$ cat src/rtl/rca_pr_scheduler_pkg.sv
// Shared types for the RCA partial-reconfiguration scheduler.
// Holds grid geometry, the queued request record and the scheduler state encoding.
package taiga_types;

    localparam int unsigned NUM_GRID_SLOTS = 8;
    localparam int unsigned BITSTREAM_ID_W = 6;
    localparam int unsigned SLOT_W         = $clog2(NUM_GRID_SLOTS);

    typedef struct packed {
        logic [SLOT_W-1:0]         slot;
        logic [BITSTREAM_ID_W-1:0] bitstream;
    } rca_pr_req_t;

    typedef enum logic [1:0] {
        PR_IDLE,
        PR_ISSUE,
        PR_BUSY
    } pr_sched_state_t;

    // One-hot mask for a grid slot index.
    function automatic logic [NUM_GRID_SLOTS-1:0] slot_onehot(input logic [SLOT_W-1:0] slot);
        return NUM_GRID_SLOTS'(1) << slot;
    endfunction

endpackage

$ cat src/rtl/rca_pr_scheduler_pr_req_fifo.sv
// Request FIFO for the PR scheduler.
// Pushes while full are dropped even when a pop happens in the same cycle; DEPTH must be a power of 2.
module pr_req_fifo
    import taiga_types::*;
#(
    parameter int unsigned DEPTH = 4
) (
    input  logic        clk,
    input  logic        rst,
    input  logic        push,
    input  rca_pr_req_t push_data,
    input  logic        pop,
    output rca_pr_req_t head,
    output logic        full,
    output logic        empty
);

    localparam int unsigned PTR_W = $clog2(DEPTH);

    rca_pr_req_t      mem [DEPTH];
    logic [PTR_W-1:0] wr_ptr;
    logic [PTR_W-1:0] rd_ptr;
    logic [PTR_W:0]   count;
    logic             do_push;
    logic             do_pop;

    assign full    = (count == (PTR_W+1)'(DEPTH));
    assign empty   = (count == '0);
    assign do_push = push && !full;
    assign do_pop  = pop && !empty;
    assign head    = mem[rd_ptr];

    // Storage write; contents need no reset since count gates visibility.
    always_ff @(posedge clk) begin
        if (do_push) begin
            mem[wr_ptr] <= push_data;
        end
    end

    // Pointers wrap naturally at the power-of-2 depth; count tracks occupancy.
    always_ff @(posedge clk or posedge rst) begin
        if (rst) begin
            wr_ptr <= '0;
            rd_ptr <= '0;
            count  <= '0;
        end else begin
            if (do_push) begin
                wr_ptr <= wr_ptr + PTR_W'(1);
            end
            if (do_pop) begin
                rd_ptr <= rd_ptr + PTR_W'(1);
            end
            case ({do_push, do_pop})
                2'b10:   count <= count + (PTR_W+1)'(1);
                2'b01:   count <= count - (PTR_W+1)'(1);
                default: count <= count;
            endcase
        end
    end

endmodule

$ cat src/rtl/rca_pr_scheduler.sv
// PR request scheduler: queues slot reconfiguration requests and issues them one at a time,
// starting a new one only while the RCA configuration is unlocked.
// Optional watchdog on the BUSY phase is enabled by defining RCA_PR_TIMEOUT_EN.
module rca_pr_scheduler
    import taiga_types::*;
#(
    parameter int unsigned PR_QUEUE_DEPTH    = 4,
    parameter int unsigned PR_TIMEOUT_CYCLES = 4096
) (
    input  logic                      clk,
    input  logic                      rst,
    input  logic                      pr_req_valid,
    output logic                      pr_req_ready,
    input  logic [SLOT_W-1:0]         pr_req_slot,
    input  logic [BITSTREAM_ID_W-1:0] pr_req_bitstream,
    input  logic                      rca_config_locked,
    output logic                      pr_start,
    input  logic                      pr_start_ready,
    output logic [SLOT_W-1:0]         pr_slot,
    output logic [BITSTREAM_ID_W-1:0] pr_bitstream,
    input  logic                      pr_done,
    output logic                      pr_requests_incomplete,
    output logic [NUM_GRID_SLOTS-1:0] pr_slot_busy,
    output logic                      pr_error,
    input  logic                      pr_error_clr
);

    pr_sched_state_t           state;
    pr_sched_state_t           state_next;
    rca_pr_req_t               push_data;
    rca_pr_req_t               head;
    logic                      full;
    logic                      empty;
    logic                      pop;
    logic [SLOT_W-1:0]         slot_q;
    logic [BITSTREAM_ID_W-1:0] bitstream_q;

`ifdef RCA_PR_TIMEOUT_EN
    logic [31:0] busy_cnt;
    logic        timeout_hit;
`else
    localparam int unsigned unused_timeout_cycles = PR_TIMEOUT_CYCLES;
    logic unused_error_clr;
    assign unused_error_clr = pr_error_clr;
    assign pr_error         = 1'b0;
`endif

    assign push_data.slot      = pr_req_slot;
    assign push_data.bitstream = pr_req_bitstream;

    pr_req_fifo #(
        .DEPTH(PR_QUEUE_DEPTH)
    ) u_fifo (
        .clk      (clk),
        .rst      (rst),
        .push     (pr_req_valid),
        .push_data(push_data),
        .pop      (pop),
        .head     (head),
        .full     (full),
        .empty    (empty)
    );

    // During ISSUE the head is shown directly; otherwise the last issued request is held.
    assign pr_slot                = (state == PR_ISSUE) ? head.slot : slot_q;
    assign pr_bitstream           = (state == PR_ISSUE) ? head.bitstream : bitstream_q;
    assign pr_slot_busy           = (state != PR_IDLE) ? slot_onehot(pr_slot) : '0;
    assign pr_req_ready           = !full;
    assign pr_requests_incomplete = !empty || (state != PR_IDLE);

    // State register.
    always_ff @(posedge clk or posedge rst) begin
        if (rst) begin
            state <= PR_IDLE;
        end else begin
            state <= state_next;
        end
    end

    // Next-state decode, issue handshake and BUSY completion/abort.
    always_comb begin
        state_next = state;
        pop        = 1'b0;
        pr_start   = 1'b0;
`ifdef RCA_PR_TIMEOUT_EN
        timeout_hit = 1'b0;
`endif
        case (state)
            PR_IDLE: begin
                if (!empty && !rca_config_locked) begin
                    state_next = PR_ISSUE;
                end
            end
            PR_ISSUE: begin
                pr_start = 1'b1;
                if (pr_start_ready) begin
                    pop        = 1'b1;
                    state_next = PR_BUSY;
                end
            end
            PR_BUSY: begin
                if (pr_done) begin
                    state_next = PR_IDLE;
`ifdef RCA_PR_TIMEOUT_EN
                end else if (busy_cnt == 32'(PR_TIMEOUT_CYCLES - 1)) begin
                    timeout_hit = 1'b1;
                    state_next  = PR_IDLE;
`endif
                end
            end
            default: state_next = PR_IDLE;
        endcase
    end

    // Latch the accepted head so slot/bitstream hold through BUSY and IDLE.
    always_ff @(posedge clk or posedge rst) begin
        if (rst) begin
            slot_q      <= '0;
            bitstream_q <= '0;
        end else if (pop) begin
            slot_q      <= head.slot;
            bitstream_q <= head.bitstream;
        end
    end

`ifdef RCA_PR_TIMEOUT_EN
    // Watchdog: restarts on acceptance, counts each BUSY cycle.
    always_ff @(posedge clk or posedge rst) begin
        if (rst) begin
            busy_cnt <= '0;
        end else if (pop) begin
            busy_cnt <= '0;
        end else if (state == PR_BUSY) begin
            busy_cnt <= busy_cnt + 32'd1;
        end
    end

    // Sticky error; clear wins over a same-cycle timeout.
    always_ff @(posedge clk or posedge rst) begin
        if (rst) begin
            pr_error <= 1'b0;
        end else if (pr_error_clr) begin
            pr_error <= 1'b0;
        end else if (timeout_hit) begin
            pr_error <= 1'b1;
        end
    end
`endif

endmodule

$ cat config.mk
export PLATFORM = sky130hd
export DESIGN_NAME = rca_pr_scheduler
export DESIGN_NICKNAME = d
export VERILOG_FILES = /design/src/rtl/rca_pr_scheduler_pkg.sv /design/src/rtl/rca_pr_scheduler_pr_req_fifo.sv /design/src/rtl/rca_pr_scheduler.sv
export SDC_FILE = /design/constraint.sdc
export NUM_CORES = 1
export LEC_CHECK = 0
export ABC_AREA = 1
export CELL_PAD_IN_SITES_DETAIL_PLACEMENT = 0
export CELL_PAD_IN_SITES_GLOBAL_PLACEMENT = 1
export CORE_MARGIN = 2
export CORE_UTILIZATION = 46
export CTS_CLUSTER_SIZE = 24
export DETAILED_ROUTE_END_ITERATION = 8
export PLACE_DENSITY = 0.84
export RECOVER_POWER = 25
export SETUP_SLACK_MARGIN = 0.4
export SLEW_MARGIN = 10
export SYNTH_ARGS = -nofsm -noshare
export SYNTH_HDL_FRONTEND = slang
export SYNTH_HIERARCHICAL = 1
export SYNTH_SLANG_ARGS = --single-unit
$ cat constraint.sdc
create_clock -name clk -period 5.2 [get_ports clk]
set_clock_uncertainty 0.1 [all_clocks]
set_input_delay 1.04 -clock clk [delete_from_list [all_inputs] [get_ports clk]]
set_output_delay 1.04 -clock clk [all_outputs]
set_load 0.01 [all_outputs]
==> flow_metrics.tcl, run 1 <==
set metrics [dict create \
    setup_violations 0 \
    grt_start_max_net_pins 38 \
    wl_per_cell_um 11.5 \
    critPathTopFamily "buffers and inverters" \
    fmax_mhz 269 \
    cp_max_fo 11 \
    fp.dieW_um 81.0 \
    fill_cells 563 \
    drv_slew 0 \
    post_drt_via_cell_ratio 4.54 \
    critPathSlowestCell "dfrtp_1" \
    cp.arrival_ps 2580 \
    rr_worst_depth 13 \
    multiInputGateArea_um2 872 \
    slowest_delay_ps 600 \
    track_usage_pct 15.0 \
    htreeDepth 2 \
    crit_chain "clkinv_1 -> o211ai_1 -> nand2_1 -> inv_1 -> nand3_1 -> nand2_1 -> nand2_1 -> nor2_1 -> clkdlybuf4s50_1" \
    yosys_register_bits 54 \
    antennaDiodeCount 0 \
    ir_drop_mv 0.261 \
    syn_area_mm2 0.00273 \
    cts-root-buf "clkbuf_8" \
    tns_ps 0 \
    status "complete, no violations" \
    fp.dieH_um 81.0 \
    holdBufCountCts 0 \
    hold_viol 0 \
    syn-instance-count 272 \
    synth_cell_types 24 \
    fin_cells 379 \
    ctsResizeCount 0 \
    io_buffers 34 \
    cts_max_path_buffers 2 \
    r2r-end "u_fifo/count[2]" \
    cpMostUsedCell "nand2_1" \
    min_path_cells 1 \
    dp_hpwl_mm 3.16 \
    seq_area_frac_synth_pct 56.2 \
    r2r_setup_slack_ps 2610 \
    io_pins 37 \
    drive_gt1_share_pct 11.8 \
    critPathKind "flip-flop to output port" \
    clock-sinks 54 \
    rows 28 \
    critPathBufInv 3 \
    synth_warnings 6 \
    hold_path.startpoint "u_fifo/count[0]" \
    rsz0062_at_grt "false" \
    detail-route-antenna-nets 0 \
    routed_wirelength_mm 4.34 \
    die_area_mm2 0.00656 \
    cts_tree "done" \
    avgSynthCellArea_um2 10.0 \
    max_slew_margin_pct 39.2 \
    placeableCoreArea_mm2 0.00582 \
    grt_overflow 0 \
    vias 1722 \
    cts_buffers 5 \
    final.min_clock_period_ps 3720 \
    tightest_slew_ps 909 \
    start_kind "flip-flop" \
    start_util_pct 46.9 \
    timing.rr.start "state[0]" \
    drt_iter0_drc 75 \
    clk_pin_slew_worst_paths_ps 90 \
    placed_cells 371 \
    hold_end "u_fifo/count[0]" \
    synth_nets 294 \
    p_leak_uw 0.00141 \
    utilization_pct 53.8 \
    whs_ps 381 \
    min_path_type "flip-flop to flip-flop" \
    synthToLayoutAreaGrowth_pct 14.8 \
    clk_latency_ps 290 \
    fin_nets 325 \
    drt_first_pass_iters 4 \
    end_kind "output port" \
    routabilityCongestion 0.731 \
    period_share_pct 71.5 \
    remaining_drc_errors 0 \
    p_per_area_mw_per_mm2 561 \
    cp_data_required_time_ps 4060 \
    grt_pass1_vias 1558 \
    seqCellArea_mm2 0.00153 \
    postCtsSetupBuffers 0 \
    grt_pass1_wl_mm 7.42 \
    max_cap_viol_count 0 \
    antenna_found_initial 0 \
]
-- state kept, by name (all words and copies together) (netlist names) --
signal	flops
u_fifo/count	3
u_fifo/mem	36
slot_q	3
u_fifo/wr_ptr	2
state	2
u_fifo/rd_ptr	2
bitstream_q	6
-- worst max path at each step --
stage / from / to / cells after the start
6_report: u_fifo/rd_ptr[1] / pr_slot_busy[4] / 9
3_3_place_gp: u_fifo/rd_ptr[1] / pr_slot_busy[4] / 9
5_1_grt: u_fifo/rd_ptr[1] / pr_slot_busy[4] / 9
2_1_floorplan: pr_start_ready / u_fifo/count[2] / 12
3_5_place_dp: u_fifo/rd_ptr[1] / pr_slot_busy[4] / 9
4_1_cts: u_fifo/rd_ptr[1] / pr_slot_busy[4] / 9
-- layout make-up --
cell class                      count  area share (%)
Tap cell                           75            3.00
Timing Repair Buffer               34            10.9
Clock buffer                        6            2.32
Inverter                           56            6.72
Clock inverter                      2           0.280
Multi-Input combinational cell    152            27.9
Sequential cell                    54            48.9
-- per-stage QoR --
stage                     cell area, um2  worst slack, ps  power [uW]
after floorplan                     2730             2750        1330
after global placement              3050             1800        1550
after detailed placement            3050             1770        1570
after CTS                           3130             1430        1780
after global routing                3130             1180        1930
final                               3130             1480        1760
-- Yosys cell counts (all sizes together) --
cell	number	area, um2
ha	5	62.6
nor2	13	48.8
buf	10	111
o211ai	18	135
nand2	79	349
fa	1	20.0
o21ai	17	145
clkinv	1	3.75
inv	55	206
dfrtp	18	450
nand3	15	85.1
conb	1	3.75
o31ai	1	7.51
nand4	1	6.26
xnor2	1	8.76
edfxtp	36	1080
-- layout by cell type, fill, tap and decap left out --
master	netlist	routed
inv_2	3	3
xnor2_1	1	1
clkinvlp_2	0	1
clkinv_1	1	2
o211ai_1	18	18
o21ai_2	16	16
clkdlybuf4s50_1	0	28
o21ai_0	1	1
edfxtp_1	36	36
nand2_1	70	70
nor2_1	13	13
clkbuf_8	0	5
dlygate4sd3_1	0	6
nand4_1	1	1
nand2_2	3	3
o31ai_1	1	1
nand3_2	2	2
nand2_4	6	6
dfrtp_1	18	18
inv_1	52	52
nand3_1	13	13
conb_1	1	1
ha_1	5	5
clkbuf_1	0	1
fa_1	1	1
-- power by group --
part           total (uW)  switching (uW)  internal, uW
Sequential            666            77.6           588
Clock                 215             122          92.4
Combinational         876             518           358
-- kinds of logic after synthesis --
group	after synthesis	share of synthesized area (%)
DFF	54	56.2
and+or+nand+nor	108	18.0
other	1	0.138
adders and majority gates	6	3.03
xor gates and xnor gates	1	0.321
AOI/OAI and AO/OA	36	10.6
buffers and inverters	66	11.8
-- per-layer routing --
metal / GRT usage (%) / vias up / share of wire [%]
met3: 3.44 / 2 / 3.9
met2: 24.5 / 34 / 47
met4: 4.07 / 0 / 0.48
met1: 20.1 / 760 / 49
met5: 0 / - / 0
li1: - / 926 / -
Power figures use the tool's default switching activity.
==> run 2, diff against run 1 <==
--- a/config.mk
+++ b/config.mk
@@ -9,10 +9,10 @@
 export CELL_PAD_IN_SITES_DETAIL_PLACEMENT = 0
 export CELL_PAD_IN_SITES_GLOBAL_PLACEMENT = 1
 export CORE_MARGIN = 2
-export CORE_UTILIZATION = 46
+export CORE_UTILIZATION = 42
 export CTS_CLUSTER_SIZE = 24
 export DETAILED_ROUTE_END_ITERATION = 8
-export PLACE_DENSITY = 0.84
+export PLACE_DENSITY = 0.78
 export RECOVER_POWER = 25
 export SETUP_SLACK_MARGIN = 0.4
 export SLEW_MARGIN = 10
==> constraint.sdc (replaced) <==
create_clock -name clk -period 3.5 [get_ports clk]
set_clock_uncertainty 0.1 [all_clocks]
set_input_delay 0.7 -clock clk [delete_from_list [all_inputs] [get_ports clk]]
set_output_delay 0.7 -clock clk [all_outputs]
set_load 0.01 [all_outputs]
==> flow_metrics.tcl, run 2 (synthesized netlist as in run 1, its figures left out) <==
set metrics [dict create \
    status "complete, no violations" \
    clk_pin_slew_worst_paths_ps 100 \
    cts_max_path_buffers 2 \
    cpMostUsedCell "nand2_1" \
    critPathSlowestCell "clkdlybuf4s50_1" \
    period_share_pct 84.8 \
    antennaDiodeCount 0 \
    rows 29 \
    antenna_found_initial 0 \
    stdcell_area_mm2 0.00325 \
    critPathBufInv 4 \
    drive_gt1_share_pct 15.7 \
    fin_nets 334 \
    end_kind "output port" \
    io_buffers 34 \
    cp_data_required_time_ps 2700 \
    clock-sinks 54 \
    top_regs "u_fifo/mem (36), bitstream_q (6)" \
    fmax_mhz 337 \
    vias 1806 \
    critPathTopFamily "buffers and inverters" \
    p_total_uw 2780 \
    cp.arrival_ps 2170 \
    placeableCoreArea_mm2 0.00631 \
    place_area_mm2 0.00311 \
    start_kind "flip-flop" \
    grt_pass1_vias 1676 \
    critPathKind "flip-flop to output port" \
    ir_drop_mv 0.417 \
    fp.dieW_um 84.6 \
    holdBufCountCts 0 \
    drv_slew 0 \
    min_path_type "flip-flop to flip-flop" \
    cts_buffers 5 \
    routed_wirelength_mm 4.66 \
    drt_iter0_drc 76 \
    p_leak_uw 0.00152 \
    hold_viol 0 \
    grt_start_max_net_pins 25 \
    rsz0062_at_grt "true" \
    remaining_drc_errors 0 \
    whs_ps 388 \
    clk_latency_ps 300 \
    regMostFlops "u_fifo/mem" \
    post_drt_via_cell_ratio 4.63 \
    layout_common_cells "70 x nand2_1, 52 x inv_1, 36 x edfxtp_1, 26 x clkdlybuf4s50_1, 18 x o211ai_1" \
    final.min_clock_period_ps 2970 \
    cts-root-buf "clkbuf_8" \
    die_area_mm2 0.00715 \
    postCtsSetupBuffers 0 \
    drt_first_pass_iters 4 \
    fp.dieH_um 84.6 \
    grt_overflow 0 \
    max_cap_viol_count 0 \
    cts_tree "done" \
    io_pins 37 \
    synthToLayoutAreaGrowth_pct 19.2 \
    slowest_delay_ps 550 \
    dp_hpwl_mm 3.35 \
    r2r_setup_slack_ps 1200 \
    start_util_pct 43.2 \
    tns_ps 0 \
    detail-route-antenna-nets 0 \
    grt_pass1_wl_mm 7.70 \
    cp_max_fo 14 \
    wl_per_cell_um 12.0 \
    p_per_area_mw_per_mm2 856 \
    crit_chain "clkinv_2 -> buf_4 -> nand2_1 -> o211ai_1 -> nand2_1 -> inv_1 -> o21ai_2 -> clkdlybuf4s50_1" \
    routabilityCongestion 0.742 \
    track_usage_pct 13.9 \
    htreeDepth 2 \
    mostFrequentLayoutCell "nand2_1" \
    utilization_pct 51.5 \
    setup_violations 0 \
    largest_reg_flops 36 \
]
-- run 2: tightest hold or removal path, stage by stage, from the launching register on --
cell	delay, ps
dfrtp_1	350
nand2_1	60
o21ai_2	40
-- run 2: final timing paths --
kind | start | endpoint | cells past startpoint
worst max register to register | state[0] | u_fifo/count[2] | 13
min in group asynchronous | rst | u_fifo/count[1] | 2
worst min-delay path | bitstream_q[3] | bitstream_q[3] | 2
worst max-delay path | u_fifo/rd_ptr[0] | pr_bitstream[1] | 8
worst min register to register | bitstream_q[3] | bitstream_q[3] | 2
max in group asynchronous | rst | state[1] | 2
-- run 2: layer usage --
| layer | share of wire (%) | track usage [%] | vias to the layer above |
|---|---|---|---|
| li1 | - | - | 950 |
| met1 | 45 | 17.2 | 794 |
| met2 | 48 | 23.6 | 46 |
| met3 | 4.8 | 3.15 | 16 |
| met4 | 2.5 | 5.34 | 0 |
| met5 | 0 | 0 | - |
-- run 2: repair_timing --
action	4_1_cts	5_1_grt
pin swaps	0	0
cloned	0	1
setup endpoints to repair	6	7
hold endpoints to repair	0	0
gates resized for setup	1	7
-- run 2: per-stage QoR --
step           setup WS (ps)  std cells
6_report                 532        390
4_1_cts                  477        389
3_5_place_dp             724        381
3_3_place_gp             747        381
2_1_floorplan           1390        272
5_1_grt                  358        390
-- run 2: where the power goes --
group | switching (uW) | leakage (uW) | internal [uW]
clock network | 204 | 0.0000587 | 217
registers | 110 | 0.000552 | 873
logic | 802 | 0.000913 | 574
total | 1120 | 0.00152 | 1660
-- run 2: area by class of cell --
class	count	area, um2
Clock buffer	5	68.8
Clock inverter	3	47.5
Fill cell	598	3060
Inverter	56	219
Multi-Input combinational cell	152	872
Sequential cell	54	1530
Tap cell	77	96.3
Timing Repair Buffer	42	408
Timing Repair inverter	1	5.00
